===== src/rtl/bin_to_bcd_seq_if.sv =====
// Handshake and result bundle for the sequential binary-to-BCD converter.
// The requester drives start/binary; the converter returns busy/done/bcd/overflow.
interface bin_to_bcd_seq_if #(
    parameter int BIN_W  = 12,
    parameter int DIGITS = 4
);
    logic                  start;
    logic [BIN_W-1:0]      binary;
    logic                  busy;
    logic                  done;
    logic [4*DIGITS-1:0]   bcd;
    logic                  overflow;

    modport master (
        output start,
        output binary,
        input  busy,
        input  done,
        input  bcd,
        input  overflow
    );

    modport slave (
        input  start,
        input  binary,
        output busy,
        output done,
        output bcd,
        output overflow
    );
endinterface


===== src/rtl/bin_to_bcd_seq.sv =====
// Sequential double-dabble binary-to-BCD converter.
// One bit is consumed per clock, so a conversion always takes exactly BIN_W
// shift cycles regardless of the data. Results are held in output registers
// that only change on the done edge; a 1 carried out of the top digit marks
// the result as truncated (value mod 10^DIGITS).
module bin_to_bcd_seq #(
    parameter int BIN_W  = 12,
    parameter int DIGITS = 4
) (
    input  logic             clk,
    input  logic             reset,
    bin_to_bcd_seq_if.slave  bus
);

    localparam int DW    = 4 * DIGITS;
    localparam int CNT_W = $clog2(BIN_W + 1);

    typedef enum logic [0:0] {
        ST_IDLE  = 1'b0,
        ST_SHIFT = 1'b1
    } state_t;

    state_t             state_r;
    logic [BIN_W-1:0]   shift_r;
    logic [DW-1:0]      digits_r;
    logic               ovf_acc_r;
    logic [CNT_W-1:0]   cnt_r;
    logic               busy_r;
    logic               done_r;
    logic [DW-1:0]      bcd_r;
    logic               overflow_r;

    logic [DW-1:0]      adj_s;
    logic [DW-1:0]      digits_nxt_s;
    logic [BIN_W-1:0]   shift_nxt_s;
    logic               carry_out_s;
    logic               last_step_s;
    logic               ovf_nxt_s;

    // Double-dabble correction: a digit of 5 or more gets +3 so that the
    // following left shift carries correctly into the next decimal digit.
    function automatic logic [3:0] dabble_adj(input logic [3:0] d);
        if (d >= 4'd5) begin
            return d + 4'd3;
        end else begin
            return d;
        end
    endfunction

    // One double-dabble step computed from the current working registers.
    always_comb begin
        adj_s = '0;
        for (int k = 0; k < DIGITS; k++) begin
            adj_s[4*k +: 4] = dabble_adj(digits_r[4*k +: 4]);
        end
        carry_out_s  = adj_s[DW-1];
        digits_nxt_s = {adj_s[DW-2:0], shift_r[BIN_W-1]};
        shift_nxt_s  = shift_r << 1;
        last_step_s  = (cnt_r == CNT_W'(1));
        ovf_nxt_s    = ovf_acc_r | carry_out_s;
    end

    // Control FSM together with the datapath and registered outputs.
    always_ff @(posedge clk) begin
        if (reset) begin
            state_r    <= ST_IDLE;
            shift_r    <= '0;
            digits_r   <= '0;
            ovf_acc_r  <= 1'b0;
            cnt_r      <= '0;
            busy_r     <= 1'b0;
            done_r     <= 1'b0;
            bcd_r      <= '0;
            overflow_r <= 1'b0;
        end else begin
            done_r <= 1'b0;
            case (state_r)
                ST_IDLE: begin
                    if (bus.start) begin
                        shift_r   <= bus.binary;
                        digits_r  <= '0;
                        ovf_acc_r <= 1'b0;
                        cnt_r     <= CNT_W'(BIN_W);
                        busy_r    <= 1'b1;
                        state_r   <= ST_SHIFT;
                    end else begin
                        busy_r    <= 1'b0;
                    end
                end
                ST_SHIFT: begin
                    shift_r   <= shift_nxt_s;
                    digits_r  <= digits_nxt_s;
                    ovf_acc_r <= ovf_nxt_s;
                    cnt_r     <= cnt_r - CNT_W'(1);
                    if (last_step_s) begin
                        // Final step: publish the result and go back to idle.
                        state_r    <= ST_IDLE;
                        busy_r     <= 1'b0;
                        done_r     <= 1'b1;
                        bcd_r      <= digits_nxt_s;
                        overflow_r <= ovf_nxt_s;
                    end else begin
                        busy_r     <= 1'b1;
                    end
                end
                default: begin
                    state_r <= ST_IDLE;
                    busy_r  <= 1'b0;
                end
            endcase
        end
    end

    assign bus.busy     = busy_r;
    assign bus.done     = done_r;
    assign bus.bcd      = bcd_r;
    assign bus.overflow = overflow_r;

endmodule


===== src/flat_wrapper.sv =====
// flat-port wrapper written by rule: the top's interface ports become plain ports
module bin_to_bcd_seq_flat 
#(
    parameter int BIN_W  = 12,
    parameter int DIGITS = 4
)
  (clk, reset, bus_start, bus_binary, bus_busy, bus_done, bus_bcd, bus_overflow);
  bin_to_bcd_seq_if #(.BIN_W(BIN_W), .DIGITS(DIGITS)) bus_i ();
  input  logic clk;
  input  logic reset;
  input wire logic [$bits(bus_i.start)-1:0] bus_start;
  input wire logic [$bits(bus_i.binary)-1:0] bus_binary;
  output wire logic [$bits(bus_i.busy)-1:0] bus_busy;
  output wire logic [$bits(bus_i.done)-1:0] bus_done;
  output wire logic [$bits(bus_i.bcd)-1:0] bus_bcd;
  output wire logic [$bits(bus_i.overflow)-1:0] bus_overflow;
  assign bus_i.start = bus_start;
  assign bus_i.binary = bus_binary;
  assign bus_busy = bus_i.busy;
  assign bus_done = bus_i.done;
  assign bus_bcd = bus_i.bcd;
  assign bus_overflow = bus_i.overflow;
  bin_to_bcd_seq #(.BIN_W(BIN_W), .DIGITS(DIGITS)) u_core (.clk(clk), .reset(reset), .bus(bus_i));
endmodule

===== config.mk =====
export PLATFORM = sky130hd
export DESIGN_NAME = bin_to_bcd_seq_flat
export DESIGN_NICKNAME = d
export VERILOG_FILES = /design/src/rtl/bin_to_bcd_seq_if.sv /design/src/rtl/bin_to_bcd_seq.sv /design/src/flat_wrapper.sv
export SDC_FILE = /design/constraint.sdc
export NUM_CORES = 1
export LEC_CHECK = 0
export BUFFER_PORTS_ARGS = -buffer_cell sky130_fd_sc_hd__buf_4
export CORE_UTILIZATION = 45
export CTS_CLUSTER_SIZE = 16
export DETAILED_ROUTE_END_ITERATION = 8
export GPL_TIMING_DRIVEN = 0
export PLACE_DENSITY_LB_ADDON = 0.08
export SYNTH_ARGS = -nofsm -noshare
export SYNTH_HDL_FRONTEND = slang
export SYNTH_SLANG_ARGS = --single-unit
export TNS_END_PERCENT = 1

===== constraint.sdc =====
create_clock -name clk -period 3.71 [get_ports clk]
set_clock_uncertainty 0.15 [all_clocks]
set_input_delay 0.1855 -clock clk [delete_from_list [all_inputs] [get_ports clk]]
set_output_delay 0.1855 -clock clk [all_outputs]
set_load 0.005 [all_outputs]

Yosys cells after proc, flatten, opt, wreduce, memory -nomap -nowiden

Index checks and enable logic that the tools add are counted.

$add $sub $neg: 5
Magnitude comparators: 4
Equality and inequality tests: 2
Muxes and demuxes: 16
Bitwise gates (word level): 2
Reductions and logical operators: 2

Operator list:

| cell                                                                                 | count |
|---|---|
| 16-bit one-hot mux with 2 select lines                                               | 1 |
| 12-bit one-hot mux with 2 select lines                                               | 1 |
| 4-bit two-way mux                                                                    | 5 |
| 4-bit by 2-bit adder with 4-bit output (second input constant)                       | 4 |
| 4-bit by 3-bit greater-or-equal comparator with 1-bit output (second input constant) | 4 |
| 16-bit two-way mux                                                                   | 1 |
| 12-bit two-way mux                                                                   | 1 |
| 4-bit one-hot mux with 2 select lines                                                | 1 |
| 4-bit by 1-bit equality test with 1-bit output (second input constant)               | 1 |
| 1-bit two-way mux                                                                    | 4 |
| 1-bit one-hot mux with 2 select lines                                                | 2 |
| 4-bit by 1-bit subtractor with 4-bit output (second input constant)                  | 1 |
| 2-bit != test (second input constant)                                                | 1 |
| 2-bit AND reduction                                                                  | 1 |
| 2-bit OR reduction                                                                   | 1 |
| 1-bit inverter                                                                       | 1 |
| 1-bit OR                                                                             | 1 |

Register bits after elaboration: 52
Input port bits: 15
Output and inout bits: 19
Logic and storage cells: 39

Longest topological paths before layout

Depth in word-level cells: 4
Mapped depth: 8
Depth with buffers taken out: 7

Least setup slack after synthesis

Ideal clock, no wire load.

Path kind: register to register
Start: register u_core.cnt_r[0]
End: register u_core.bcd_r[13], in the netlist u_core.bus.bcd[13]
Arrival: 1.204 ns
Path slack: 2.239 ns
Cell stages (with the launch flop): 7
Path buffers: 1
Clock period less this slack: 1.471 ns
Cell sequence: dfxtp_1 -> ha_1 -> nand2_4 -> nor3_4 -> nor2_2 -> buf_6 -> a22o_1

Longest elaborated chain between the ends: 2

RTL lines:

| item                                           | line                  | source |
|---|---|---|
| start, declared                                | bin_to_bcd_seq.sv:27  | `logic [CNT_W-1:0] cnt_r;` |
| start signal, assigned                         | bin_to_bcd_seq.sv:83  | `cnt_r <= CNT_W'(BIN_W);` |
| start signal, assigned                         | bin_to_bcd_seq.sv:94  | `cnt_r <= cnt_r - CNT_W'(1);` |
| 4-bit by 1-bit equality test with 1-bit output | bin_to_bcd_seq.sv:59  | `last_step_s = (cnt_r == CNT_W'(1));` |
| 2-bit AND reduction (no line)                  | -                     |  |
| end signal, assigned                           | bin_to_bcd_seq.sv:100 | `bcd_r <= digits_nxt_s;` |
| end, declared                                  | bin_to_bcd_seq.sv:30  | `logic [DW-1:0] bcd_r;` |

No other way between the ends.
A chain may end at the register's enable or synchronous reset.

Final worst setup path

Ends and elaborated chain as after synthesis.

==> results.toml <==
[outcome]
status = "complete, no violations"

[min_path]
hold_path.class = "input port to register"
hold_path_depth = 2

[timing]
finalSetupTns_ps = 0
final.period_utilization_pct = 44.9
fmax_ghz = 0.600
relSlewSlack_pct = 66.1
tightest_slew_ps = 509
rsz0062_at_grt = "no"
hold-worst-slack_ps = 20.4
setup_slack_ps = 2040
drv_slew = 0
fin_crit_ps = 1670
hold_viol = 0
setup_viol = 0

[synth]
synth_top_family_by_area = "compound AO/OA/AOI/OAI gates"
synthXorXnorAreaFrac_pct = 1.50
synth_compound_area_share_pct = 20.5
syn_inst = 245
yosys_warnings = 0
avgSynthCellArea_um2 = 9.53
synthDistinctLibCells = 32
synth_seq_cells = 52
synthSimpleGateAreaFrac_pct = 14.4
synthMuxAreaShare_pct = 7.77
yosysSeqAreaShare_pct = 44.6
synth_fa_ha_area_share_pct = 5.36
netlist_area_um2 = 2340
synth_fp_nets = 270

[route]
ant_nets = 0
drt_pass1_iterations = 4
drc = 0
wl_per_cell_um = 13.5
drtIter0Drc = 97
num_vias = 1797
wl_mm = 4.76
drt-vias-per-instance = 5.12

[pwr]
seqPwrFrac_pct = 54.9
power.total_mw = 1.06
combPwrFrac_pct = 9.1
p_switching_mw = 0.245
p_int_mw = 0.814
pwr-share-clk_pct = 36.0
power_density_nw_per_um2 = 384
switching_share_pct = 23.1
p_leak_nw = 1.14
vdd_ir_drop_max_mv = 0.264

[cells_and_area]
drive_above_1_share_pct = 20.1
antennaDiodeCount = 0
final.fill_count = 453
final_nets = 308
area_delta_synth_final_pct = 18.2
multi_input_area_um2 = 1160
fin_util_pct = 56.9
final-seq-area_um2 = 1040

[grt]
grt-ovfl-total = 0
grt.total_usage_pct = 19.6
grt_first_pass_wirelength_mm = 8.09
antenna_found_initial = 0
grt_pass1_vias = 1702
grt_max_degree = 16

[floorplanning]
dieWidth_um = 74.1
fp-row-count = 25
die-area_um2 = 5480
die_h_um = 74.1
ios = 34
start_util_pct = 48.2
core_um2 = 4850

[clock_tree]
cts_resized = 0
clk_latency_ps = 300
htreeDepth = 2
cts_buffers = 5
clk_pin_slew_worst_paths_ps = 90
clock_path_buffers = 2
cts-root-buf = "clkbuf_8"
holdBufCountCts = 0
cts_sinks = 52
post_cts_buffers = 0
tritoncts = "yes"

[setup_path]
slowest_delay_ps = 420
slowest_stage = "dfxtp_1"
cp-end-kind = "register"
worstSetupStartpointType = "register"
cp_cell_sequence = "ha_1, nand2_4, nor3_4, nor2_2, buf_6, a22o_1"
r2r_cells = 6
crit_required_ps = 3760
cp_max_fo = 10
cp.depth = 6
crit_family = "flip-flops"
path_buf_inv = 1
timing_worst_setup_path_type = "register to register"
critical_path_arrival_ps = 1720

[place]
portBuffers = 31
hpwlAfterDp_mm = 3.27
place_congestion = 0.788
pre_cts_slack_ps = 2060

[job]
max-cap-violations = 0
[path summary, 6_finish.rpt]
path / start / endpoint / slack (ps)
setup / recovery: u_core.cnt_r[0] / u_core.bus.bcd[13] / 2040
hold / removal: reset / u_core.cnt_r[3] / 20
setup reg to reg: u_core.cnt_r[0] / u_core.bus.bcd[13] / 2040
hold reg to reg: u_core.bus.overflow / u_core.bus.overflow / 320
[stage by stage]
step	std cells	cell area, um^2
floorplan	245	2340
global placement	343	2650
detailed placement	343	2650
CTS	351	2760
global route	351	2760
finish	351	2760
[cell usage in the layout, fill, tap and decap left out, drive strengths merged, types with 6 or more instances in the layout]
| cell type | n |
|---|---|
| dfxtp | 52 |
| buf | 42 |
| nor2 | 29 |
| a21oi | 29 |
| mux2i | 17 |
| a22o | 17 |
| inv | 12 |
| nor3b | 12 |
| o21ai | 12 |
| ha | 10 |
| clkbuf | 9 |
| o2bb2ai | 8 |
| nand2b | 7 |
| nor3 | 6 |
[routing by layer]
metal  track usage [%]  up-vias  part of all wire [%]
met4              7.69        0                   1.1
li1                  -      941                     -
met3              4.20        5                   4.0
met1              25.8      808                    49
met2              31.5       43                    46
met5                 0        -                     0
[power groups by stage]
stage                     registers (mW)  logic [mW]  clock network [mW]
final                              0.582      0.0966               0.381
after global routing               0.584       0.107               0.416
after detailed placement           0.594      0.0971                   0
after CTS                          0.581      0.0974               0.389
after global placement             0.594      0.0971                   0
after floorplan                    0.593      0.0678                   0
[registers in the layout, summed over array words and instances, names as in the netlist]
register / cells
u_core.bus.done: 1
u_core.bus.bcd: 16
u_core.ovf_acc_r: 1
u_core.shift_r: 12
u_core.bus.overflow: 1
u_core.cnt_r: 4
u_core.bus.busy: 1
u_core.digits_r: 16
[kinds of logic after synthesis]
group	count (synthesis)
AO/OA/AOI/OAI	71
AND/OR/NAND/NOR	63
flip-flops	52
buffers and inverters	27
multiplexers	18
adder cells (fa/ha/maj)	10
XOR/XNOR	4
[layout make-up]
| class | instances | share of cell area, % |
|---|---|---|
| multi-input cells | 166 | 41.9 |
| plain buffers | 14 | 3.08 |
| well taps | 67 | 3.04 |
| clock inverters | 2 | 1.27 |
| inverters | 13 | 1.95 |
| flip-flops and latches | 52 | 37.7 |
| clock buffers | 6 | 2.63 |
| repair buffers | 31 | 8.43 |
[synth_stat cells, drive strengths merged]
| cell | n | area, um^2 |
|---|---|---|
| nand2 | 4 | 22.5 |
| inv | 12 | 45.0 |
| a311oi | 2 | 17.5 |
| a211oi | 1 | 7.51 |
| o2bb2ai | 8 | 70.1 |
| nor3b | 12 | 90.1 |
| nor2b | 1 | 6.26 |
| buf | 11 | 73.8 |
| ha | 10 | 125 |
| xnor2 | 4 | 35.0 |
| o21ai | 12 | 60.1 |
| mux2 | 1 | 11.3 |
| clkinv | 1 | 8.76 |
| mux2i | 17 | 170 |
| a22o | 17 | 149 |
| o22ai | 1 | 6.26 |
| o31a | 1 | 8.76 |
| a21oi | 29 | 160 |
| nor3 | 6 | 41.3 |
| dfxtp | 52 | 1040 |
| clkbuf | 3 | 11.3 |
| nand3 | 4 | 20.0 |
| nor2 | 29 | 111 |
| nand2b | 7 | 43.8 |
No activity file was read; power rests on OpenSTA's default activity.
